==> src/rtl/double_floor_pkg.sv <==
// Shared definitions for the double_floor arbiter: default pipeline latency,
// default result-buffer depth, and the {valid,id} tag that tracks each operand
// through the shared floor unit.
package double_floor_pkg;

    localparam int LATENCY_DEF = 3;
    localparam int DEPTH_DEF   = 4;

    // Tag layout: bit 1 = valid, bit 0 = requester id.
    localparam int TAG_W   = 2;
    localparam int TAG_VLD = 1;
    localparam int TAG_ID  = 0;

    typedef logic [TAG_W-1:0] tag_t;

    function automatic tag_t make_tag(input logic vld, input logic id);
        tag_t t;
        t          = '0;
        t[TAG_VLD] = vld;
        t[TAG_ID]  = id;
        return t;
    endfunction

endpackage

==> src/rtl/double_floor_result_fifo.sv <==
// Per-requester result buffer. Simultaneous write and read keep occupancy
// constant and preserve order at any fill level, including full.
module double_floor_result_fifo
    import double_floor_pkg::*;
#(
    parameter int DEPTH = DEPTH_DEF,
    parameter int W     = 64
) (
    input  logic         clk,
    input  logic         rst,
    input  logic         wr_en,
    input  logic [W-1:0] wr_data,
    input  logic         rd_en,
    output logic [W-1:0] rd_data,
    output logic         not_empty,
    output logic         full
);

    localparam int AW = $clog2(DEPTH);

    logic [W-1:0]  mem_q [DEPTH];
    logic [AW-1:0] wr_ptr_q, wr_ptr_d;
    logic [AW-1:0] rd_ptr_q, rd_ptr_d;
    logic [AW:0]   cnt_q, cnt_d;
    logic          do_rd;

    // Next pointers and occupancy; a read of an empty buffer is ignored.
    always_comb begin
        do_rd    = rd_en && (cnt_q != '0);
        wr_ptr_d = wr_ptr_q;
        rd_ptr_d = rd_ptr_q;
        cnt_d    = cnt_q;
        if (wr_en) wr_ptr_d = wr_ptr_q + AW'(1);
        if (do_rd) rd_ptr_d = rd_ptr_q + AW'(1);
        case ({wr_en, do_rd})
            2'b10:   cnt_d = cnt_q + (AW+1)'(1);
            2'b01:   cnt_d = cnt_q - (AW+1)'(1);
            default: cnt_d = cnt_q;
        endcase
    end

    // Control state is reset; storage is not.
    always_ff @(posedge clk) begin
        if (rst) begin
            wr_ptr_q <= '0;
            rd_ptr_q <= '0;
            cnt_q    <= '0;
        end else begin
            wr_ptr_q <= wr_ptr_d;
            rd_ptr_q <= rd_ptr_d;
            cnt_q    <= cnt_d;
        end
    end

    // Storage write.
    always_ff @(posedge clk) begin
        if (wr_en) mem_q[wr_ptr_q] <= wr_data;
    end

    assign rd_data   = mem_q[rd_ptr_q];
    assign not_empty = (cnt_q != '0);
    assign full      = (cnt_q == (AW+1)'(DEPTH));

endmodule

==> src/rtl/double_floor_arbiter.sv <==
// Shares one pipelined double_floor unit between two requesters. Credits per
// requester (in flight + buffered) bound outstanding work to the buffer depth,
// so results can always be stored when they return from the unit.
module double_floor_arbiter
    import double_floor_pkg::*;
#(
    parameter int LATENCY = LATENCY_DEF,
    parameter int DEPTH   = DEPTH_DEF
) (
    input  logic        clk,
    input  logic        rst,
    input  logic [63:0] in0_a,
    input  logic        in0_stb,
    output logic        in0_ack,
    input  logic [63:0] in1_a,
    input  logic        in1_stb,
    output logic        in1_ack,
    output logic [63:0] out0_z,
    output logic        out0_stb,
    input  logic        out0_ack,
    output logic [63:0] out1_z,
    output logic        out1_stb,
    input  logic        out1_ack,
    output logic [63:0] floor_a,
    input  logic [63:0] floor_z
);

    localparam int CW = $clog2(DEPTH + 1);

    logic [CW-1:0] credit0_q, credit0_d, credit1_q, credit1_d;
    logic          last_q, last_d;
    logic [63:0]   floor_a_q, floor_a_d;
    tag_t          tag_q [LATENCY+1];
    tag_t          tag_d [LATENCY+1];
    tag_t          tag_last;

    logic elig0, elig1, gnt0, gnt1;
    logic out_xfer0, out_xfer1, wr0, wr1;
    logic ne0, ne1, full0, full1;

    // Arbitration, credit accounting and operand/tag pipeline next state.
    always_comb begin
        elig0 = !rst && in0_stb && (credit0_q < CW'(DEPTH));
        elig1 = !rst && in1_stb && (credit1_q < CW'(DEPTH));
        // On a tie the requester that was not granted last wins.
        gnt0  = elig0 && (!elig1 || last_q);
        gnt1  = elig1 && (!elig0 || !last_q);

        out_xfer0 = out0_stb && out0_ack;
        out_xfer1 = out1_stb && out1_ack;

        case ({gnt0, out_xfer0})
            2'b10:   credit0_d = credit0_q + CW'(1);
            2'b01:   credit0_d = credit0_q - CW'(1);
            default: credit0_d = credit0_q;
        endcase
        case ({gnt1, out_xfer1})
            2'b10:   credit1_d = credit1_q + CW'(1);
            2'b01:   credit1_d = credit1_q - CW'(1);
            default: credit1_d = credit1_q;
        endcase

        last_d    = gnt0 ? 1'b0 : (gnt1 ? 1'b1 : last_q);
        floor_a_d = gnt0 ? in0_a : (gnt1 ? in1_a : floor_a_q);

        tag_d[0] = make_tag(gnt0 || gnt1, gnt1);
        for (int k = 1; k <= LATENCY; k++) tag_d[k] = tag_q[k-1];

        tag_last = tag_q[LATENCY];
        wr0      = tag_last[TAG_VLD] && !tag_last[TAG_ID];
        wr1      = tag_last[TAG_VLD] &&  tag_last[TAG_ID];
    end

    // Control registers; reset drops every in-flight tag so stale unit results are ignored.
    always_ff @(posedge clk) begin
        if (rst) begin
            credit0_q <= '0;
            credit1_q <= '0;
            last_q    <= 1'b1;
            floor_a_q <= '0;
            for (int k = 0; k <= LATENCY; k++) tag_q[k] <= '0;
        end else begin
            credit0_q <= credit0_d;
            credit1_q <= credit1_d;
            last_q    <= last_d;
            floor_a_q <= floor_a_d;
            for (int k = 0; k <= LATENCY; k++) tag_q[k] <= tag_d[k];
        end
    end

    double_floor_result_fifo #(.DEPTH(DEPTH), .W(64)) u_fifo0 (
        .clk      (clk),
        .rst      (rst),
        .wr_en    (wr0),
        .wr_data  (floor_z),
        .rd_en    (out_xfer0),
        .rd_data  (out0_z),
        .not_empty(ne0),
        .full     (full0)
    );

    double_floor_result_fifo #(.DEPTH(DEPTH), .W(64)) u_fifo1 (
        .clk      (clk),
        .rst      (rst),
        .wr_en    (wr1),
        .wr_data  (floor_z),
        .rd_en    (out_xfer1),
        .rd_data  (out1_z),
        .not_empty(ne1),
        .full     (full1)
    );

    assign in0_ack  = gnt0;
    assign in1_ack  = gnt1;
    assign out0_stb = ne0 && !rst;
    assign out1_stb = ne1 && !rst;
    assign floor_a  = floor_a_q;

    // The credit limit makes a write into a full buffer (without a same-cycle pop) impossible.
    a_no_overflow0: assert property (@(posedge clk) disable iff (rst) !(wr0 && full0 && !out_xfer0));
    a_no_overflow1: assert property (@(posedge clk) disable iff (rst) !(wr1 && full1 && !out_xfer1));

endmodule

==> config.mk <==
export PLATFORM = sky130hd
export DESIGN_NAME = double_floor_arbiter
export DESIGN_NICKNAME = d
export VERILOG_FILES = /design/src/rtl/double_floor_pkg.sv /design/src/rtl/double_floor_result_fifo.sv /design/src/rtl/double_floor_arbiter.sv
export SDC_FILE = /design/constraint.sdc
export NUM_CORES = 1
export LEC_CHECK = 0
export CAP_MARGIN = 20
export CORE_MARGIN = 4
export CORE_UTILIZATION = 40
export CTS_BUF_LIST = sky130_fd_sc_hd__clkbuf_8
export DETAILED_ROUTE_END_ITERATION = 8
export PLACE_DENSITY = 0.74
export SLEW_MARGIN = 20
export SYNTH_ARGS = -nofsm -noshare
export SYNTH_HDL_FRONTEND = slang
export SYNTH_SLANG_ARGS = --single-unit
==> constraint.sdc <==
create_clock -name clk -period 3.5 [get_ports clk]
set_input_delay 1.05 -clock clk [delete_from_list [all_inputs] [get_ports clk]]
set_output_delay 1.05 -clock clk [all_outputs]
set_load 0.02 [all_outputs]
* Word level (Yosys, flattened, before mapping)
Memory sizes are Yosys's and may differ from the RTL's. A register that Yosys moved wholly into a read port is not among the register bits.
Index checks and enable logic that the tools add are counted.
** Operators by class
- Add/subtract/negate cells :: 12
- Order comparisons :: 2
- Equality and inequality tests :: 8
- Multiplexer cells :: 23
- Bitwise logic cells :: 4
- Reduce and logical (&&, ||, !) cells :: 29
** Operator list (count)
- 2-to-1 mux 64 bit :: 2
- case mux 3 bit (2 select lines) :: 4
- 2-to-1 mux 2 bit :: 8
- logical AND 1 bit :: 14
- adder 3 x 1 -> 3 bit, second input constant :: 4
- subtractor 3 x 1 -> 3 bit, second input constant :: 4
- nonzero test 2 bit :: 5
- 2-to-1 mux 1 bit :: 9
- adder 2 x 1 -> 2 bit, second input constant :: 4
- == test 2 x 1 -> 1 bit, second input constant :: 4
- == test 2 bit, second input constant :: 4
- less-than comparator 3 bit, second input constant :: 2
- nonzero test 3 bit :: 2
- logical NOT 1 bit :: 5
- OR 1 bit :: 4
- logical OR 1 bit :: 3
** Word-level totals
- Register bits :: 85
- Bits in writable memories :: 520
- Bits of input ports :: 198
- Word-level logic and storage cells :: 91
- Memories kept :: 3
** Memories
- u_fifo0.mem_q :: words 4, width 64, read ports 1, clocked after Yosys merged registers in 1, wr ports 1, line double_floor_result_fifo.sv:21 : logic [W-1:0] mem_q [DEPTH];
- u_fifo1.mem_q :: words 4, width 64, read ports 1, clocked after Yosys merged registers in 1, wr ports 1, line double_floor_result_fifo.sv:21
- tag_q :: words 4, width 2, read ports 4, clocked after Yosys merged registers in 0, wr ports 4, line double_floor_arbiter.sv:33 : tag_t tag_q [LATENCY+1];

* Logic depth before layout (Yosys ltp)
Gate-level depths: netlist of run 1.
- Depth in word-level cells :: 8
- Depth in mapped cells :: 11
- Depth with buffers taken out :: 9

* Hierarchy
From an unflattened synthesis of run 1, not the netlist that was laid out.
** Unflattened totals
- Cell total of the unflattened synthesis :: 1220
- Area, all modules :: 23423.7 um^2
** Modules (own cells, without submodules)
- double_floor_result_fifo :: times used 2, cells each 382, area each 9759.4 um^2, seq. area each 7867.5 um^2
- double_floor_arbiter :: times used 1, cells each 456, area each 3905.0 um^2, seq. area each 1581.5 um^2

* Worst setup path before layout of run 1
No wires, ideal clock.
- Kind :: input port to flip-flop
- From :: input in0_stb
- To :: register credit1_q[2]
- Arrival :: 3323 ps
- Setup slack :: 107 ps
- Stages on the path :: 10
- Buffers on the path :: 1
- Path through :: nor2b_1 buf_2 a2111oi_1 inv_1 ha_1 inv_1 fa_1 xor2_1 or3_1 a21oi_1
** On the way
- Longest elaborated chain between the ends :: 7
- Elaborated cells on any way between the ends :: 9
- Classes of those cells :: 2 x eq/ne; 1 x mux; 6 x reduce/logical
** RTL lines
- from (decl) :: line double_floor_arbiter.sv:13 : input logic in0_stb,
- logical AND 1 bit (*) (2 in a row) :: line double_floor_arbiter.sv:43 : elig0 = !rst && in0_stb && (credit0_q < CW'(DEPTH));
- logical NOT 1 bit (*) :: line double_floor_arbiter.sv:47 : gnt1 = elig1 && (!elig0 || !last_q);
- logical OR 1 bit (*) :: line double_floor_arbiter.sv:47
- logical AND 1 bit (*) :: line double_floor_arbiter.sv:47
- via in1_ack :: line double_floor_arbiter.sv:17 : output logic in1_ack,
- == test 2 x 1 -> 1 bit or == test 2 bit (tied branches) :: line double_floor_arbiter.sv:57 : case ({gnt1, out_xfer1})
- case mux 3 bit (2 select lines) or nonzero test 2 bit (tied branches)
- to (signal assigned) :: line double_floor_arbiter.sv:84 : credit1_q <= credit1_d;
- to (decl) :: line double_floor_arbiter.sv:30 : logic [CW-1:0] credit0_q, credit0_d, credit1_q, credit1_d;
The timed path passes the listed nets; every way through them passes the cells marked *.
A chain may end at the register's enable or synchronous reset.

* Worst setup path in the final report of run 1
- From :: input in0_stb
- To :: output in1_ack
** On the way
- Longest elaborated chain between the ends :: 5
** RTL lines (line)
- logical AND 1 bit (2 in a row) :: double_floor_arbiter.sv:43
- logical NOT 1 bit :: double_floor_arbiter.sv:47
- logical OR 1 bit :: double_floor_arbiter.sv:47
- logical AND 1 bit :: double_floor_arbiter.sv:47
- to (decl) :: double_floor_arbiter.sv:17
No other way between the ends.

==> qor.yml, run 1 <==
outcome: "completed"
maxSlewHeadroom_pct: 28.98
netlist_instances: 1221
clkLatencyLatePin_ns: 0.67
syn_nets: 1435
antenna_found_initial: 7
fin_crit_sh_pct: 98.71
start_kind: "input port"
synth_edf_count: 512
crit_end: "in1_ack"
p_int_mw: 11.37
dp.cells: 2316
power_density_nw_per_um2: 485.9
max_stage_delay_ns: 0.42
syn_area_um2: 23190
core_um2: 56930
grt_usage_pct: 18.75
power_frac_clock_pct: 38.3
final_hold_viol_count: 0
grt_max_degree: 104
ff2ff_setup_slack_ns: 1.01
root_buffer: "clkbuf_8"
p_seq_share_pct: 54.6
crit_chain: "clkdlybuf4s50_1, nor2b_4, a2111oi_4, buf_4, clkdlybuf4s15_2"
io_pins: 394
ir_worst_vdd_mv: 0.2595
drt_iter0_markers: 752
clock_path_buffers: 3
synthTopCellsByArea: "edfxtp_1, mux4_2, dfxtp_1"
grt_setup_unrepaired: "yes"
critPathLaunch: "in0_stb"
viasPerCell: 5.433
finalInstanceArea_um2: 30140
cts_hold_buffers: 0
drv_slew: 0
final_cells: 2506
rows: 87
worst-path-max-fanout: 2
tns_ns: 0
synth_top_cell_area_share_pct: 66.30
p_total_mw: 14.64
p_sw_share_pct: 22.35
hold_class: "flop to flop"
cap_violations: 0
area_growth_syn_to_layout_pct: 29.96
chipWidth_um: 248.8
port_buffers: 393
grt_pass1_wl_um: 89010
grt-ovfl-total: 0
synth_cell_type_count: 38
avgSynthCellArea_um2: 18.99
whs_ns: 0.4304
yosys_warnings: 0
wirelength_um: 59070
cts_max_level: 3
crit_slowest_cell: "clkdlybuf4s50_1"
p_leak_nw: 9.996
critPathCaptureType: "output pin"
utilization_pct: 52.94
worstSetupPathType: "input port to output pin"
arrival_ns: 2.40
postSynth.asyncResetShare_pct: 0
r2r.worst_path.cells: 6
r2r_end: "floor_a[20]$_SDFFE_PP0P_"
synthFlopType: "edfxtp_1"
yosysSeqAreaShare_pct: 74.67
worstMarginPinSlew_ns: 1.065
setup_viol: 0
gp_congestion: 0.8685
dp_slack_ns: -0.3646
cts_made_buffers: 98
grt_pass1_vias: 14340
drive_gt1_share_pct: 19.19
fillers: 4545
clock-sinks: 609
skew_ns: 0.03513
yosysTopAreaCell: "edfxtp_1"
synth-seq-cells: 609
place_area_um2: 28170
drc: 0
p_switching_mw: 3.274
rr_startpoint: "credit0_q[2]$_SDFFE_PP0P_"
initial_core_util_pct: 40.73
crit_required_ns: 2.45
ant_nets: 0
pwr-share-comb_pct: 7.0
routedWlPerCell_um: 23.57
num-nets-final: 1884
worst_slack_ns: 0.04520
die_h_um: 248.8
fmax_mhz: 289.5
dpl.hpwl_um: 36330
vias: 13620
firstDrtPassIters: 5
die-area_um2: 61890
fin_crit_ns: 3.455
clk_pin_slew_ns: 0.06
cts_tree: "built"
==> cell usage after synthesis, types with 5 or more instances <==
cell        n
inv_1      21
ha_1       12
nor2_1     19
nand4_1    64
buf_1      12
buf_2      48
nor2b_1     9
clkbuf_1   21
edfxtp_1  512
a31oi_1    64
dfxtp_1    97
o21ai_1    48
xor2_1      8
mux2i_1     5
o21ai_0    20
a21oi_1    11
clkbuf_2    6
buf_6       7
or3_1       6
mux4_2    128
o31ai_1    64
==> repair_timing <==
action,CTS,global route
endpoints found under the setup margin,131,40
gates resized for setup,149,39
buffers inserted,4,2
cloned,4,0
==> metal layers <==
metal  up-vias  GRT usage (%)  part of all wire, %
li1       5957              -                    -
met1      6963          23.83                   40
met2       598          30.89                   50
met3        94          5.116                  7.5
met4         4          7.341                  3.0
met5         -              0                0.046
==> registers in the layout, indices dropped and copies added, names as in the netlist, named ones only <==
name              count
floor_a              64
tag_q                 8
u_fifo1.mem_q       256
u_fifo0.cnt_q         3
credit1_q             3
u_fifo1.rd_ptr_q      2
u_fifo1.wr_ptr_q      2
u_fifo1.cnt_q         3
u_fifo0.rd_ptr_q      2
u_fifo0.mem_q       256
u_fifo0.wr_ptr_q      2
credit0_q             3
last_q                1
==> worst max-delay path, delay by kind of cell <==
family	cells	cell delay, ns
compound gates	1	0.36
simple gates	1	0.15
buf+inv	3	0.84
==> how the worst min path moves through the flow <==
stage | start | cells after the start | slack (ns) | end
floorplan | tag_q[0][0]$_SDFF_PP0_ | 1 | 0.41 | tag_q[1][0]$_SDFF_PP0_
global placement | tag_q[2][1]$_SDFF_PP0_ | 1 | 0.42 | tag_q[3][1]$_SDFF_PP0_
detailed placement | tag_q[0][0]$_SDFF_PP0_ | 1 | 0.43 | tag_q[1][0]$_SDFF_PP0_
CTS | tag_q[0][1]$_SDFF_PP0_ | 1 | 0.43 | tag_q[1][1]$_SDFF_PP0_
global route | tag_q[0][1]$_SDFF_PP0_ | 1 | 0.44 | tag_q[1][1]$_SDFF_PP0_
finish | tag_q[0][1]$_SDFF_PP0_ | 1 | 0.43 | tag_q[1][1]$_SDFF_PP0_
==> power by group through the flow <==
| stage | Combinational, mW | Clock, mW | Sequential, mW |
|---|---|---|---|
| 5_1_grt | 1.10 | 6.17 | 8.00 |
| 4_1_cts | 1.03 | 5.79 | 8.00 |
| 2_1_floorplan | 0.356 | 0 | 8.22 |
| 6_report | 1.03 | 5.61 | 8.00 |
| 3_5_place_dp | 1.03 | 0 | 8.15 |
| 3_3_place_gp | 1.01 | 0 | 8.15 |
==> kinds of logic (layout without fill, tap and decap cells) <==
logic type | count (synthesis) | in the layout | share of synthesized area [%]
compound gates | 212 | 212 | 5.692
xor+xnor | 10 | 10 | 0.3777
fa+ha+maj | 16 | 16 | 0.9928
buf+inv | 118 | 643 | 2.477
flops | 609 | 609 | 74.67
mux | 133 | 133 | 12.65
other cells | 0 | 4 | 0
simple gates | 123 | 123 | 3.140
==> cell type report <==
cell class	count	area, um2	share of cell area (%)
clock inverters	70	350.3	1.163
inverters	21	80.08	0.2657
repair buffers	446	4591	15.23
multi-input cells	494	5369	17.82
clock buffers	106	1459	4.841
flip-flops and latches	609	17330	57.51
diodes	4	10.01	0.03321
well taps	756	945.9	3.139
==> placed cells by master (no fill, tap or decap), types with 3 or more instances in the layout <==
cell type and count:
and3_4 4, clkinv_2 9, clkinv_1 22, ha_1 12
dlymetal6s2s_1 20, nand4_1 64, dfxtp_1 93, a31oi_1 64
diode_2 4, clkbuf_8 106, edfxtp_1 512, or3_1 6
dfxtp_4 4, a21oi_1 11, dlygate4sd2_1 94, inv_1 56
clkdlybuf4s15_1 3, xor2_1 8, fa_1 4, nand2_1 4
nor2_1 19, buf_4 26, clkdlybuf4s50_1 262, nor2b_1 7
nor3_1 3, and2_4 4, buf_2 10, mux4_2 128
mux2i_1 5, buf_12 20, o21ai_1 48, buf_16 4
o31ai_1 64, o21ai_0 20, nor3b_1 4
Note: power is estimated with default switching activity, not from simulation.
==> inputs of run 2 (changes only) <==
--- a/config.mk
+++ b/config.mk
@@ -7,10 +7,11 @@
 export LEC_CHECK = 0
 export CAP_MARGIN = 20
 export CORE_MARGIN = 4
-export CORE_UTILIZATION = 40
+export CORE_UTILIZATION = 55
 export CTS_BUF_LIST = sky130_fd_sc_hd__clkbuf_8
 export DETAILED_ROUTE_END_ITERATION = 8
-export PLACE_DENSITY = 0.74
+export MAX_ROUTING_LAYER = met4
+export PLACE_DENSITY = 0.93
 export SLEW_MARGIN = 20
 export SYNTH_ARGS = -nofsm -noshare
 export SYNTH_HDL_FRONTEND = slang
==> constraint.sdc (replaced) <==
create_clock -name clk -period 3.2 [get_ports clk]
set_input_delay 0.96 -clock clk [delete_from_list [all_inputs] [get_ports clk]]
set_output_delay 0.96 -clock clk [all_outputs]
set_load 0.02 [all_outputs]
==> run 2 against run 1 <==
Against the previous run: critical path depth fell by 1; routed wire length rose by 11%; count of clock-buffer cells in the layout fell by 8; highest routed layer is now met4.
==> qor.yml, run 2 (same netlist as run 1, synthesis figures left out) <==
crit_chain: "clkdlybuf4s50_1, or3b_4, nor2_4, buf_4"
skew_ns: 0.03680  # +0.001669 ns
dp_slack_ns: -0.5267  # -0.1620 ns
grt_pass1_vias: 14890  # +3.9%
core_um2: 41290  # -27%
worstSetupPathType: "input port to output pin"
maxSlewHeadroom_pct: 29.05  # +0.073 points
dp.cells: 2103  # -9.2%
grt_setup_unrepaired: "yes"
arrival_ns: 2.22  # -0.18 ns
routedWlPerCell_um: 28.34  # +20%
critPathCaptureType: "output pin"
hold_class: "flop to flop"
vias: 14360  # +5.4%
final_hold_viol_count: 0  # unchanged
grt_usage_pct: 29.46  # +11 points
p_total_mw: 15.95  # +8.9%
antenna_found_initial: 6  # -1
whs_ns: 0.4376  # +0.007262 ns
hp-start: "tag_q[2][1]$_SDFF_PP0_"
crit_required_ns: 2.24  # -0.21 ns
clock-sinks: 609  # unchanged
tns_ns: 0  # unchanged
fmax_mhz: 314.9
final_cells: 2314  # -7.7%
finalInstanceArea_um2: 29900  # -0.79%
rows: 74  # -15%
final_common_cell: "edfxtp_1"
die_h_um: 213.3  # -14%
drc: 0  # unchanged
worstMarginPinSlew_ns: 1.064  # -0.001091 ns
wirelength_um: 65570  # +11%
clkLatencyLatePin_ns: 0.68  # about the same
fin_crit_ns: 3.176
drive_gt1_share_pct: 27.20  # +8.0 points
worst-path-max-fanout: 2  # unchanged
cts_max_level: 3  # unchanged
ir_worst_vdd_mv: 0.3087  # +19%
firstDrtPassIters: 7  # +2
num-nets-final: 1922  # +2.0%
final_cell_mix: "edfxtp_1, clkdlybuf4s50_1, mux4_2, clkbuf_8, dfxtp_1"
critPathLaunch: "in0_stb"
worst_slack_ns: 0.02397  # -0.02123 ns
viasPerCell: 6.205  # +14%
outcome: "completed"
chipWidth_um: 213.3  # -14%
ant_nets: 0  # unchanged
fillers: 2322  # -49%
power_density_nw_per_um2: 533.6  # +9.8%
rr_startpoint: "credit0_q[2]$_SDFFE_PP0P_"
initial_core_util_pct: 56.16  # +15 points
clock_path_buffers: 3  # unchanged
fin_crit_sh_pct: 99.25
start_kind: "input port"
drv_slew: 0  # unchanged
grt_pass1_wl_um: 95590  # +7.4%
die-area_um2: 45510  # -26%
dpl.hpwl_um: 39340  # +8.3%
gp_congestion: 0.8758  # +0.84%
port_buffers: 393  # unchanged
p_leak_nw: 9.931  # -0.65%
utilization_pct: 72.40  # +19 points
grt-ovfl-total: 0  # unchanged
area_growth_syn_to_layout_pct: 28.93
crit_slowest_cell: "clkdlybuf4s50_1"
max_stage_delay_ns: 0.55  # +0.13 ns
drt_iter0_markers: 1674  # +120%
setup_viol: 0  # unchanged
grt_max_degree: 108  # +3.8%
cts_made_buffers: 93  # -5.1%
clk_pin_slew_ns: 0.06  # about the same
cts_tree: "built"
place_area_um2: 28020  # -0.51%
cap_violations: 0  # unchanged
io_pins: 394  # unchanged
root_buffer: "clkbuf_8"
==> run 2: changes by cell type in the layout (fill, tap and decap cells not counted), sizes merged <==
cell | previous run | this run
clkinvlp | 0 | 2
diode | 4 | 6
clkinv | 32 | 26
dlymetal6s2s | 20 | 0
bufbuf | 2 | 1
dlygate4sd2 | 94 | 5
inv | 57 | 55
clkbuf | 108 | 115
clkdlybuf4s50 | 262 | 261
buf | 61 | 193
bufinv | 2 | 3
clkdlybuf4s15 | 5 | 12
==> run 2: power breakdown <==
group          internal (mW)  switching [mW]  total (mW)
Clock                   3.06            2.98        6.04
Sequential              8.69          0.0642        8.75
Combinational          0.556           0.606        1.16
Total                   12.3            3.65        16.0
==> run 2: repair_timing <==
item                                    4_1_cts  5_1_grt
buffers inserted                             23       13
gates cloned                                  7        1
gates resized for setup                     501       64
hold buffers                                  0        0
endpoints found under the setup margin      132       36
==> run 2: area by class of cell <==
class / instances / area (um2) / share of cell area, %
multi-input cells: 494 / 5376 / 17.98
clock inverters: 65 / 350.3 / 1.172
flip-flops and latches: 609 / 17330 / 57.97
diodes: 6 / 15.01 / 0.05022
inverters: 21 / 80.08 / 0.2678
repair buffers: 489 / 4730 / 15.82
clock buffers: 98 / 1349 / 4.511
well taps: 532 / 665.6 / 2.226
==> run 2: worst paths after layout <==
check,slack (ns),endpoint,cells past startpoint
setup / recovery,0.02,in0_ack,4
setup reg to reg,0.69,floor_a[21]$_SDFFE_PP0P_,6
hold / removal,0.44,tag_q[3][1]$_SDFF_PP0_,1
hold reg to reg,0.44,tag_q[3][1]$_SDFF_PP0_,1
==> run 2: worst max-delay path: cells and delay by family <==
| kind | cells | cell delay, ns |
|---|---|---|
| and+or+nand+nor | 2 | 0.55 |
| buffers and inverters | 2 | 0.71 |
==> run 2: metal layers <==
metal	GRT usage, %	share of wire [%]	vias to the layer above	routed length (um)
li1	-	-	6049	-
met1	35.38	35	7215	22780
met2	48.73	52	951	33860
met3	6.584	9.6	143	6293
met4	12.58	4.0	0	2633
met5	-	0	-	0
==> inputs of run 3 (changes only) <==
--- a/config.mk
+++ b/config.mk
@@ -12,6 +12,7 @@
 export DETAILED_ROUTE_END_ITERATION = 8
 export MAX_ROUTING_LAYER = met4
 export PLACE_DENSITY = 0.93
+export SKIP_CTS_REPAIR_TIMING = 1
 export SLEW_MARGIN = 20
 export SYNTH_ARGS = -nofsm -noshare
 export SYNTH_HDL_FRONTEND = slang
==> run 3 against run 2 <==
Against the previous run: the run now ends with setup timing left; sequential cell count unchanged; via count down 0.42%; sequential share of layout area down 0.42 points; highest routed layer unchanged.
==> qor.yml, run 3 (same netlist as run 1, synthesis figures left out) <==
dpl.hpwl_um: 39340  # unchanged
grt_pass1_wl_um: 91480  # -4.3%
chipWidth_um: 213.3  # unchanged
port_buffers: 393  # unchanged
clkLatencyLatePin_ns: 0.68  # about the same
area_growth_syn_to_layout_pct: 29.87
worstSetupPathType: "flop to output pin"
cts_max_level: 3  # unchanged
hold_class: "flop to flop"
fin_crit_ns: 3.483  # +0.3066 ns
setup_viol: 30  # +30
clk_pin_slew_ns: 0.06  # about the same
gp_congestion: 0.8758  # unchanged
fin_crit_sh_pct: 108.8  # +9.6 points
die-area_um2: 45510  # unchanged
whs_ns: 0.4381  # +0.0005040 ns
viasPerCell: 6.232  # +0.44%
min_path_cells: 1  # unchanged
rr_startpoint: "credit0_q[2]$_SDFFE_PP0P_"
antenna_found_initial: 6  # unchanged
drive_gt1_share_pct: 21.60  # -5.6 points
crit_chain: "buf_6, mux4_2, clkdlybuf4s50_1"
worst_slack_ns: -0.2827  # -0.3066 ns
wirelength_um: 65600  # about the same
clock-sinks: 609  # unchanged
max_stage_delay_ns: 0.59  # +0.04 ns
violations: "setup timing"
r2r_end: "floor_a[36]$_SDFFE_PP0P_"
tns_ns: -5.746  # -5.746 ns
place_area_um2: 28020  # unchanged
critPathCaptureType: "output pin"
rows: 74  # unchanged
initial_core_util_pct: 56.16  # unchanged
ir_worst_vdd_mv: 0.3118  # +1.0%
grt_setup_unrepaired: "yes"
cts_made_buffers: 93  # unchanged
p_total_mw: 15.95  # about the same
skew_ns: 0.03870  # +0.001900 ns
num-nets-final: 1901  # -1.1%
routedWlPerCell_um: 28.60  # +0.91%
fmax_mhz: 287.1  # -8.8%
final_common_cell: "edfxtp_1"
clock_path_buffers: 3  # unchanged
drt_iter0_markers: 1503  # -10%
finalInstanceArea_um2: 30120  # +0.73%
worstMarginPinSlew_ns: 1.056  # -0.008540 ns
grt-ovfl-total: 0  # unchanged
grt_pass1_vias: 14700  # -1.3%
final_cell_mix: "edfxtp_1, clkdlybuf4s50_1, mux4_2, clkbuf_8, dfxtp_1"
utilization_pct: 72.93  # +0.53 points
worst-path-max-fanout: 12  # +10
power_density_nw_per_um2: 529.5  # -0.77%
ff2ff_setup_slack_ns: 0.72  # +0.03 ns
core_um2: 41290  # unchanged
crit_slowest_cell: "clkdlybuf4s50_1"
ant_nets: 0  # unchanged
maxSlewHeadroom_pct: 29.62  # +0.57 points
cts_tree: "built"
arrival_ns: 2.52  # +0.30 ns
hp-start: "tag_q[2][1]$_SDFF_PP0_"
fillers: 2261  # -2.6%
grt_max_degree: 108  # unchanged
p_leak_nw: 10.38  # +4.5%
firstDrtPassIters: 5  # -2
grt_usage_pct: 28.04  # -1.4 points
r2r.worst_path.cells: 6  # unchanged
min_to: "tag_q[3][1]$_SDFF_PP0_"
final_hold_viol_count: 0  # unchanged
drc: 0  # unchanged
cap_violations: 0  # unchanged
io_pins: 394  # unchanged
crit_required_ns: 2.24  # about the same
drv_slew: 0  # unchanged
root_buffer: "clkbuf_8"
die_h_um: 213.3  # unchanged
outcome: "finished, violations left"
start_kind: "flop"
vias: 14300  # -0.42%
-- run 3: cell count changes in the layout (fill, tap and decap cells not counted), sizes merged --
cell / change
bufbuf: -1
diode: +1
dlygate4sd2: -5
clkdlybuf4s50: +24
dlymetal6s2s: +66
buf: -94
clkdlybuf4s15: -12
clkbuf: +1
-- run 3: routing by layer --
metal	share of wire, %	global-route usage [%]	vias up
li1	-	-	5990
met1	34	33.20	7188
met2	52	46.62	959
met3	9.6	6.452	160
met4	4.4	12.23	0
met5	0	-	-
-- run 3: worst max-delay path, delay by kind of cell (launching register included) --
| kind | cells | cell delay [ns] |
|---|---|---|
| buf+inv | 2 | 0.85 |
| mux | 1 | 0.58 |
| flops | 1 | 0.45 |
-- run 3: layout make-up --
type / count / area (um2) / area share [%]
flip-flops and latches: 609 / 17330 / 57.55
repair buffers: 468 / 4951 / 16.44
clock inverters: 65 / 350.3 / 1.163
inverters: 21 / 80.08 / 0.2659
multi-input cells: 494 / 5371 / 17.84
well taps: 532 / 665.6 / 2.210
diodes: 7 / 17.52 / 0.05816
clock buffers: 98 / 1349 / 4.479
-- run 3: through the flow --
stage | cells | setup slack (ns)
after floorplan | 1221 | 0.1352
after CTS | 2266 | -0.5390
after detailed placement | 2103 | -0.5267
after global placement | 2103 | -0.5278
final | 2294 | -0.2827
after global routing | 2292 | -0.3443
-- run 3: worst max-delay path by stage --
stage               cells after the start     from                         to
CTS                                     4  in0_stb                    in0_ack
detailed placement                      4  in0_stb                    in0_ack
global route                            3     flop                 out0_z[50]
floorplan                              11      rst  credit0_q[2]$_SDFFE_PP0P_
global placement                        4  in0_stb                    in0_ack
finish                                  3     flop                 out0_z[40]
-- run 3: where the power goes --
part	internal, mW	switching, mW	total [mW]
Clock	3.07	2.98	6.05
Combinational	0.553	0.594	1.15
Sequential	8.69	0.0645	8.75
Total	12.3	3.64	15.9
